### config.mk
export PLATFORM = sky130hd
export DESIGN_NAME = exp_align_pipe_flat
export DESIGN_NICKNAME = d
export VERILOG_FILES = /design/src/rtl/exp_align_if.sv /design/src/rtl/exp_align_pipe.sv /design/src/flat_wrapper.sv
export SDC_FILE = /design/constraint.sdc
export NUM_CORES = 1
export LEC_CHECK = 0
export ABC_AREA = 0
export CAP_MARGIN = 20
export CELL_PAD_IN_SITES_DETAIL_PLACEMENT = 1
export CELL_PAD_IN_SITES_GLOBAL_PLACEMENT = 1
export CORE_MARGIN = 2
export CORE_UTILIZATION = 40
export CTS_CLUSTER_DIAMETER = 30
export DETAILED_ROUTE_END_ITERATION = 10
export DONT_BUFFER_PORTS = 1
export GPL_TIMING_DRIVEN = 0
export PLACE_DENSITY_LB_ADDON = 0.1
export SYNTH_ARGS = -nofsm -noshare
export SYNTH_HDL_FRONTEND = slang
export SYNTH_SLANG_ARGS = --single-unit
export TNS_END_PERCENT = 10
### constraint.sdc
create_clock -name clk_i -period 11.7 [get_ports clk_i]
set_input_delay 1.755 -clock clk_i [delete_from_list [all_inputs] [get_ports clk_i]]
set_output_delay 1.755 -clock clk_i [all_outputs]
set_load 0.005 [all_outputs]
### src/rtl/exp_align_if.sv
// Operand/result bundle for exp_align_pipe: input handshake with per-lane regime/exponent
// fields, output handshake with the aligned maximum scale and per-lane shifts.
interface exp_align_if #(
    parameter int unsigned n  = 16,
    parameter int unsigned es = 1,
    parameter int unsigned N  = 4
);
    localparam int unsigned LZC_WIDTH = $clog2(n - 1);
    localparam int unsigned EXP_WIDTH = LZC_WIDTH + 1 + es;
    localparam int unsigned SW        = EXP_WIDTH + 2;
    localparam int unsigned KW        = LZC_WIDTH + 1;
    localparam int unsigned EW        = es + 1;

    logic                   in_valid_i;
    logic                   in_ready_o;
    logic [N*KW-1:0]        k_sgn_a_i;
    logic [N*EW-1:0]        exp_a_i;
    logic [N*KW-1:0]        k_sgn_b_i;
    logic [N*EW-1:0]        exp_b_i;
    logic [N-1:0]           zero_i;
    logic                   out_valid_o;
    logic                   out_ready_i;
    logic [EXP_WIDTH:0]     max_exp_o;
    logic [N*SW-1:0]        shift_o;
    logic [N-1:0]           zero_o;
    logic                   all_zero_o;

    modport master (
        output in_valid_i, k_sgn_a_i, exp_a_i, k_sgn_b_i, exp_b_i, zero_i, out_ready_i,
        input  in_ready_o, out_valid_o, max_exp_o, shift_o, zero_o, all_zero_o
    );

    modport slave (
        input  in_valid_i, k_sgn_a_i, exp_a_i, k_sgn_b_i, exp_b_i, zero_i, out_ready_i,
        output in_ready_o, out_valid_o, max_exp_o, shift_o, zero_o, all_zero_o
    );
endinterface

### src/rtl/exp_align_pipe.sv
// Two-stage posit product exponent alignment: S1 forms per-lane product scales, S2 finds the
// maximum over non-zero lanes and the per-lane right-shift needed to align to it.
module exp_align_pipe #(
    parameter int unsigned n  = 16,
    parameter int unsigned es = 1,
    parameter int unsigned N  = 4
) (
    input  logic        clk_i,
    input  logic        rst_ni,
    exp_align_if.slave  bus
);
    localparam int unsigned LZC_WIDTH = $clog2(n - 1);
    localparam int unsigned EXP_WIDTH = LZC_WIDTH + 1 + es;
    localparam int unsigned SW        = EXP_WIDTH + 2;
    localparam int unsigned KW        = LZC_WIDTH + 1;
    localparam int unsigned KSW       = LZC_WIDTH + 2;
    localparam int unsigned EW        = es + 1;
    localparam int unsigned SCW       = EXP_WIDTH + 1;

    logic                   s1_load, s2_load;
    logic                   v1_d, v1_q, v2_d, v2_q;
    logic [N-1:0][EW-1:0]   raw;
    logic [N-1:0][KSW-1:0]  ks;
    logic [N-1:0][SCW-1:0]  lane_scale;
    logic [N-1:0][SCW-1:0]  scale_d, scale_q;
    logic [N-1:0]           zero1_d, zero1_q;
    logic signed [SCW-1:0]  mx;
    logic                   found;
    logic [SCW-1:0]         max_exp_d, max_exp_q;
    logic [N-1:0][SW-1:0]   shift_d, shift_q;
    logic [N-1:0]           zero2_d, zero2_q;
    logic                   all_zero_d, all_zero_q;

    // Regime sum carries the exponent overflow bit; sign-extend before adding.
    always_comb begin
        for (int i = 0; i < N; i++) begin
            raw[i] = bus.exp_a_i[i*EW +: EW] + bus.exp_b_i[i*EW +: EW];
            ks[i]  = KSW'($signed(bus.k_sgn_a_i[i*KW +: KW]))
                   + KSW'($signed(bus.k_sgn_b_i[i*KW +: KW]))
                   + KSW'(raw[i][es]);
        end
    end

    if (es == 0) begin : g_es0
        always_comb begin
            for (int i = 0; i < N; i++) lane_scale[i] = ks[i];
        end
    end else begin : g_es
        always_comb begin
            for (int i = 0; i < N; i++) lane_scale[i] = {ks[i], raw[i][es-1:0]};
        end
    end

    always_comb begin
        s2_load = v1_q && (!v2_q || bus.out_ready_i);
        s1_load = !v1_q || s2_load;
        v1_d    = s1_load ? bus.in_valid_i : v1_q;
        v2_d    = s2_load ? 1'b1 : (v2_q && !bus.out_ready_i);

        scale_d = scale_q;
        zero1_d = zero1_q;
        if (s1_load && bus.in_valid_i) begin
            scale_d = lane_scale;
            zero1_d = bus.zero_i;
        end
    end

    // Zero lanes never win the max; with every lane zero the max stays 0.
    always_comb begin
        mx    = '0;
        found = 1'b0;
        for (int i = 0; i < N; i++) begin
            if (!zero1_q[i] && (!found || $signed(scale_q[i]) > mx)) begin
                mx    = $signed(scale_q[i]);
                found = 1'b1;
            end
        end

        max_exp_d  = max_exp_q;
        shift_d    = shift_q;
        zero2_d    = zero2_q;
        all_zero_d = all_zero_q;
        if (s2_load) begin
            max_exp_d  = mx;
            zero2_d    = zero1_q;
            all_zero_d = &zero1_q;
            for (int i = 0; i < N; i++) begin
                // One extra bit of width keeps max - scale non-negative and unwrapped.
                shift_d[i] = zero1_q[i] ? '0
                           : SW'(SW'(mx) - SW'($signed(scale_q[i])));
            end
        end
    end

    always_ff @(posedge clk_i or negedge rst_ni) begin
        if (!rst_ni) begin
            v1_q       <= 1'b0;
            v2_q       <= 1'b0;
            scale_q    <= '0;
            zero1_q    <= '0;
            max_exp_q  <= '0;
            shift_q    <= '0;
            zero2_q    <= '0;
            all_zero_q <= 1'b0;
        end else begin
            v1_q       <= v1_d;
            v2_q       <= v2_d;
            scale_q    <= scale_d;
            zero1_q    <= zero1_d;
            max_exp_q  <= max_exp_d;
            shift_q    <= shift_d;
            zero2_q    <= zero2_d;
            all_zero_q <= all_zero_d;
        end
    end

    assign bus.in_ready_o  = s1_load;
    assign bus.out_valid_o = v2_q;
    assign bus.max_exp_o   = max_exp_q;
    assign bus.shift_o     = shift_q;
    assign bus.zero_o      = zero2_q;
    assign bus.all_zero_o  = all_zero_q;
endmodule
### src/flat_wrapper.sv
// flat-port wrapper written by rule: the top's interface ports become plain ports
module exp_align_pipe_flat 
#(
    parameter int unsigned n  = 16,
    parameter int unsigned es = 1,
    parameter int unsigned N  = 4
)
  (clk_i, rst_ni, bus_in_valid_i, bus_k_sgn_a_i, bus_exp_a_i, bus_k_sgn_b_i, bus_exp_b_i, bus_zero_i, bus_out_ready_i, bus_in_ready_o, bus_out_valid_o, bus_max_exp_o, bus_shift_o, bus_zero_o, bus_all_zero_o);
  exp_align_if #(.n(n), .es(es), .N(N)) bus_i ();
  input  logic clk_i;
  input  logic rst_ni;
  input wire logic [$bits(bus_i.in_valid_i)-1:0] bus_in_valid_i;
  input wire logic [$bits(bus_i.k_sgn_a_i)-1:0] bus_k_sgn_a_i;
  input wire logic [$bits(bus_i.exp_a_i)-1:0] bus_exp_a_i;
  input wire logic [$bits(bus_i.k_sgn_b_i)-1:0] bus_k_sgn_b_i;
  input wire logic [$bits(bus_i.exp_b_i)-1:0] bus_exp_b_i;
  input wire logic [$bits(bus_i.zero_i)-1:0] bus_zero_i;
  input wire logic [$bits(bus_i.out_ready_i)-1:0] bus_out_ready_i;
  output wire logic [$bits(bus_i.in_ready_o)-1:0] bus_in_ready_o;
  output wire logic [$bits(bus_i.out_valid_o)-1:0] bus_out_valid_o;
  output wire logic [$bits(bus_i.max_exp_o)-1:0] bus_max_exp_o;
  output wire logic [$bits(bus_i.shift_o)-1:0] bus_shift_o;
  output wire logic [$bits(bus_i.zero_o)-1:0] bus_zero_o;
  output wire logic [$bits(bus_i.all_zero_o)-1:0] bus_all_zero_o;
  assign bus_i.in_valid_i = bus_in_valid_i;
  assign bus_i.k_sgn_a_i = bus_k_sgn_a_i;
  assign bus_i.exp_a_i = bus_exp_a_i;
  assign bus_i.k_sgn_b_i = bus_k_sgn_b_i;
  assign bus_i.exp_b_i = bus_exp_b_i;
  assign bus_i.zero_i = bus_zero_i;
  assign bus_i.out_ready_i = bus_out_ready_i;
  assign bus_in_ready_o = bus_i.in_ready_o;
  assign bus_out_valid_o = bus_i.out_valid_o;
  assign bus_max_exp_o = bus_i.max_exp_o;
  assign bus_shift_o = bus_i.shift_o;
  assign bus_zero_o = bus_i.zero_o;
  assign bus_all_zero_o = bus_i.all_zero_o;
  exp_align_pipe #(.n(n), .es(es), .N(N)) u_core (.clk_i(clk_i), .rst_ni(rst_ni), .bus(bus_i));
endmodule
==> qor.csv <==
metric;value;unit
diodes;0;
pwr-share-comb;58.5;%
grt_antenna_before_repair;0;
setup_violations;0;
peakVddDrop;94.8;uV
synth_top_area_share;33.2;%
clock.fmax;121;MHz
cts_buffers;9;
clock_sinks;78;
rows;44;
cp_top_family;compound AO/OA/AOI/OAI gates;
worstPathRequired;11.94;ns
reg2reg_from;u_core.zero1_q[0];
cap_violations;0;
crit_start;u_core.zero1_q[0];
drt-wirelength-per-cell;20.5;um
start_kind;flop;
cp_max_fo;10;
avgSynthCellArea;9.41;um^2
hold_violations;0;
ys.flop_type;dfrtp_1;
gp_congestion;0.864;
final_period_minus_worst_setup_slack;8.28;ns
ys_seq_area_share;33.2;%
io_pins;110;
die_width;125;um
ys_warn_count;0;
grt_pass1_wl;27400;um
slew_headroom;47.8;%
dp_hpwl;13300;um
cellPowerDensity;286;nW/um^2
syn_nets;774;
fill_cells;1666;
fin_skew;0.0101;ns
crit_cells;33;
critPathMaxStageDelay;0.54;ns
worstSetupEndpointType;flop;
netSwitchingFraction;45.9;%
synth_cells;625;
rrSetupSlack;3.42;ns
critPathBufInv;5;
io_buffer_count;0;
num_vias;4660;
tns;0;ns
grt-ovfl-total;0;
drc;0;
synth_most_common_cell;dfrtp_1;
drtIter0Drc;217;
cpMostUsedCell;ha_1;
clockPowerShare;16.9;%
finalCritPeriodShare;70.8;%
worst_pin_slew;0.783;ns
ff2ff_path_depth;33;
fp.coreArea;14400;um^2
vias_per_cell;5.65;
drive_gt1_share;5.15;%
synth.cell_area;5880;um^2
crit_end;u_core.bus.shift_o[30];
grt_start_max_net_pins;79;
syn2layout_area_growth;9.30;%
yosysTopAreaCell;dfrtp_1;
postRouteAntennaNets;0;
async_reset_ff_share;100;%
post_cts_buffers;0;
cts_repair_resize_count;0;
routed_wl;16900;um
hold_path_class;reg -> reg;
rsz0062_at_grt;no;
maxSlewViolCount;0;
grt_pass1_vias;5167;
firstDrtPassIters;4;
final_cell_count_no_fill;825;
die-area;15700;um^2
dp_cells;809;
total_power;1.84;mW
arrival;8.52;ns
grt_usage;22.4;%
yosysUniqueCellTypes;62;
setup.worst_path.class;reg -> reg;
synth.area.top_cells;dfrtp_1 33%, ha_1 16%, nand2_1 4.3%;
ys_top_cells_by_count;78 x dfrtp_1, 73 x ha_1, 67 x nand2_1;
cts.path.max_buffers;2;
fin_nets;785;
timing.rr.end;u_core.bus.shift_o[30];
root_buffer;clkbuf_16;
hold_buffers;0;
insertion_delay;0.36;ns
internal-power;0.993;mW
ys_seq_elements;78;
synth_edf_count;0;
initial_core_util;40.8;%
htree_levels;3;
slowest_stage;o22ai_1;
dieHeight;125;um
path_clk_slew;0.06;ns
run_status;finished clean;
p_sw;0.843;mW
cellLeakagePower;2.98;nW
seqPwrFrac;24.6;%
cts_tree;yes;
-- metrics by stage --
step | hold WS, ns | util, % | area [um^2] | setup slack, ns
global placement | 0.475 | 42.4 | 6110 | 3.63
detailed placement | 0.494 | 42.4 | 6110 | 3.47
floorplan | 0.456 | - | 5880 | 4.98
global route | 0.532 | 44.6 | 6430 | 2.76
finish | 0.501 | 44.6 | 6430 | 3.42
CTS | 0.506 | 44.6 | 6430 | 3.44
-- worst min-delay path by stage --
stage,startpoint,to,cells after the start
6_report,u_core.scale_q[5],u_core.scale_q[5],2
5_1_grt,u_core.scale_q[5],u_core.scale_q[5],2
4_1_cts,u_core.scale_q[5],u_core.scale_q[5],2
3_5_place_dp,u_core.scale_q[5],u_core.scale_q[5],2
3_3_place_gp,u_core.scale_q[4],u_core.scale_q[4],2
2_1_floorplan,u_core.scale_q[4],u_core.scale_q[4],2
-- power by group through the flow --
stage	registers [mW]	logic, mW	clock network, mW
floorplan	0.421	0.809	0
global placement	0.454	1.02	0
detailed placement	0.459	1.07	0
CTS	0.454	1.08	0.314
global route	0.466	1.22	0.325
finish	0.451	1.07	0.310
-- logic make-up after synthesis --
kind of cell	count (synthesis)	share of synthesized area, %
AO/OA/AOI/OAI	162	20.2
XOR/XNOR	20	2.98
adder cells (fa/ha/maj)	85	19.6
buffers and inverters	79	5.23
flip-flops	78	33.2
multiplexers	23	4.30
AND/OR/NAND/NOR	178	14.5
-- routing by layer --
| metal | vias up | share of wire, % | GRT usage [%] |
|---|---|---|---|
| met2 | 121 | 47 | 36.5 |
| li1 | 2242 | - | - |
| met4 | 0 | 2.2 | 7.32 |
| met3 | 19 | 5.0 | 4.96 |
| met1 | 2278 | 46 | 29.8 |
| met5 | - | 0 | 0 |
-- cell type report --
type / count / area (um^2) / area share, %
multi-input cells: 468 / 3620 / 56.3
inverters: 54 / 203 / 3.15
plain buffers: 25 / 105 / 1.64
flip-flops and latches: 78 / 1950 / 30.4
well taps: 184 / 230 / 3.58
clock buffers: 12 / 246 / 3.83
clock inverters: 4 / 70.1 / 1.09
-- state kept, by name, summed over array words and instances, names as in the netlist --
register and flops:
u_core.v1_q 1, u_core.bus.out_valid_o 1, u_core.bus.max_exp_o 7, u_core.scale_q 28, u_core.bus.all_zero_o 1, u_core.zero1_q 4
u_core.bus.shift_o 32, u_core.bus.zero_o 4
-- cell usage in the layout (no fill, tap or decap), types with 4 or more instances in the layout --
cell / n
and2_1: 4
nor2_1: 47
or3_1: 4
nand2_1: 67
a21boi_1: 9
dfrtp_1: 78
o21ai_1: 24
o21a_1: 9
nor3_1: 8
clkbuf_1: 22
nand3_1: 7
inv_2: 4
o21ai_0: 9
xor2_1: 10
nor3b_1: 4
mux2_1: 18
inv_1: 50
mux2i_1: 5
nor2b_1: 15
a21o_1: 14
o41ai_1: 19
o31ai_1: 11
a21oi_1: 28
ha_1: 73
a221oi_1: 5
clkbuf_16: 9
xnor2_1: 10
nand2b_1: 5
and4_1: 5
fa_1: 12
o22ai_1: 5
-- tightest hold or removal path, cell delays in order (launching register included) --
cell and delay [ns]:
dfrtp_1 0.35, nand2_1 0.05, o21ai_1 0.06
Power figures use the tool's default switching activity.
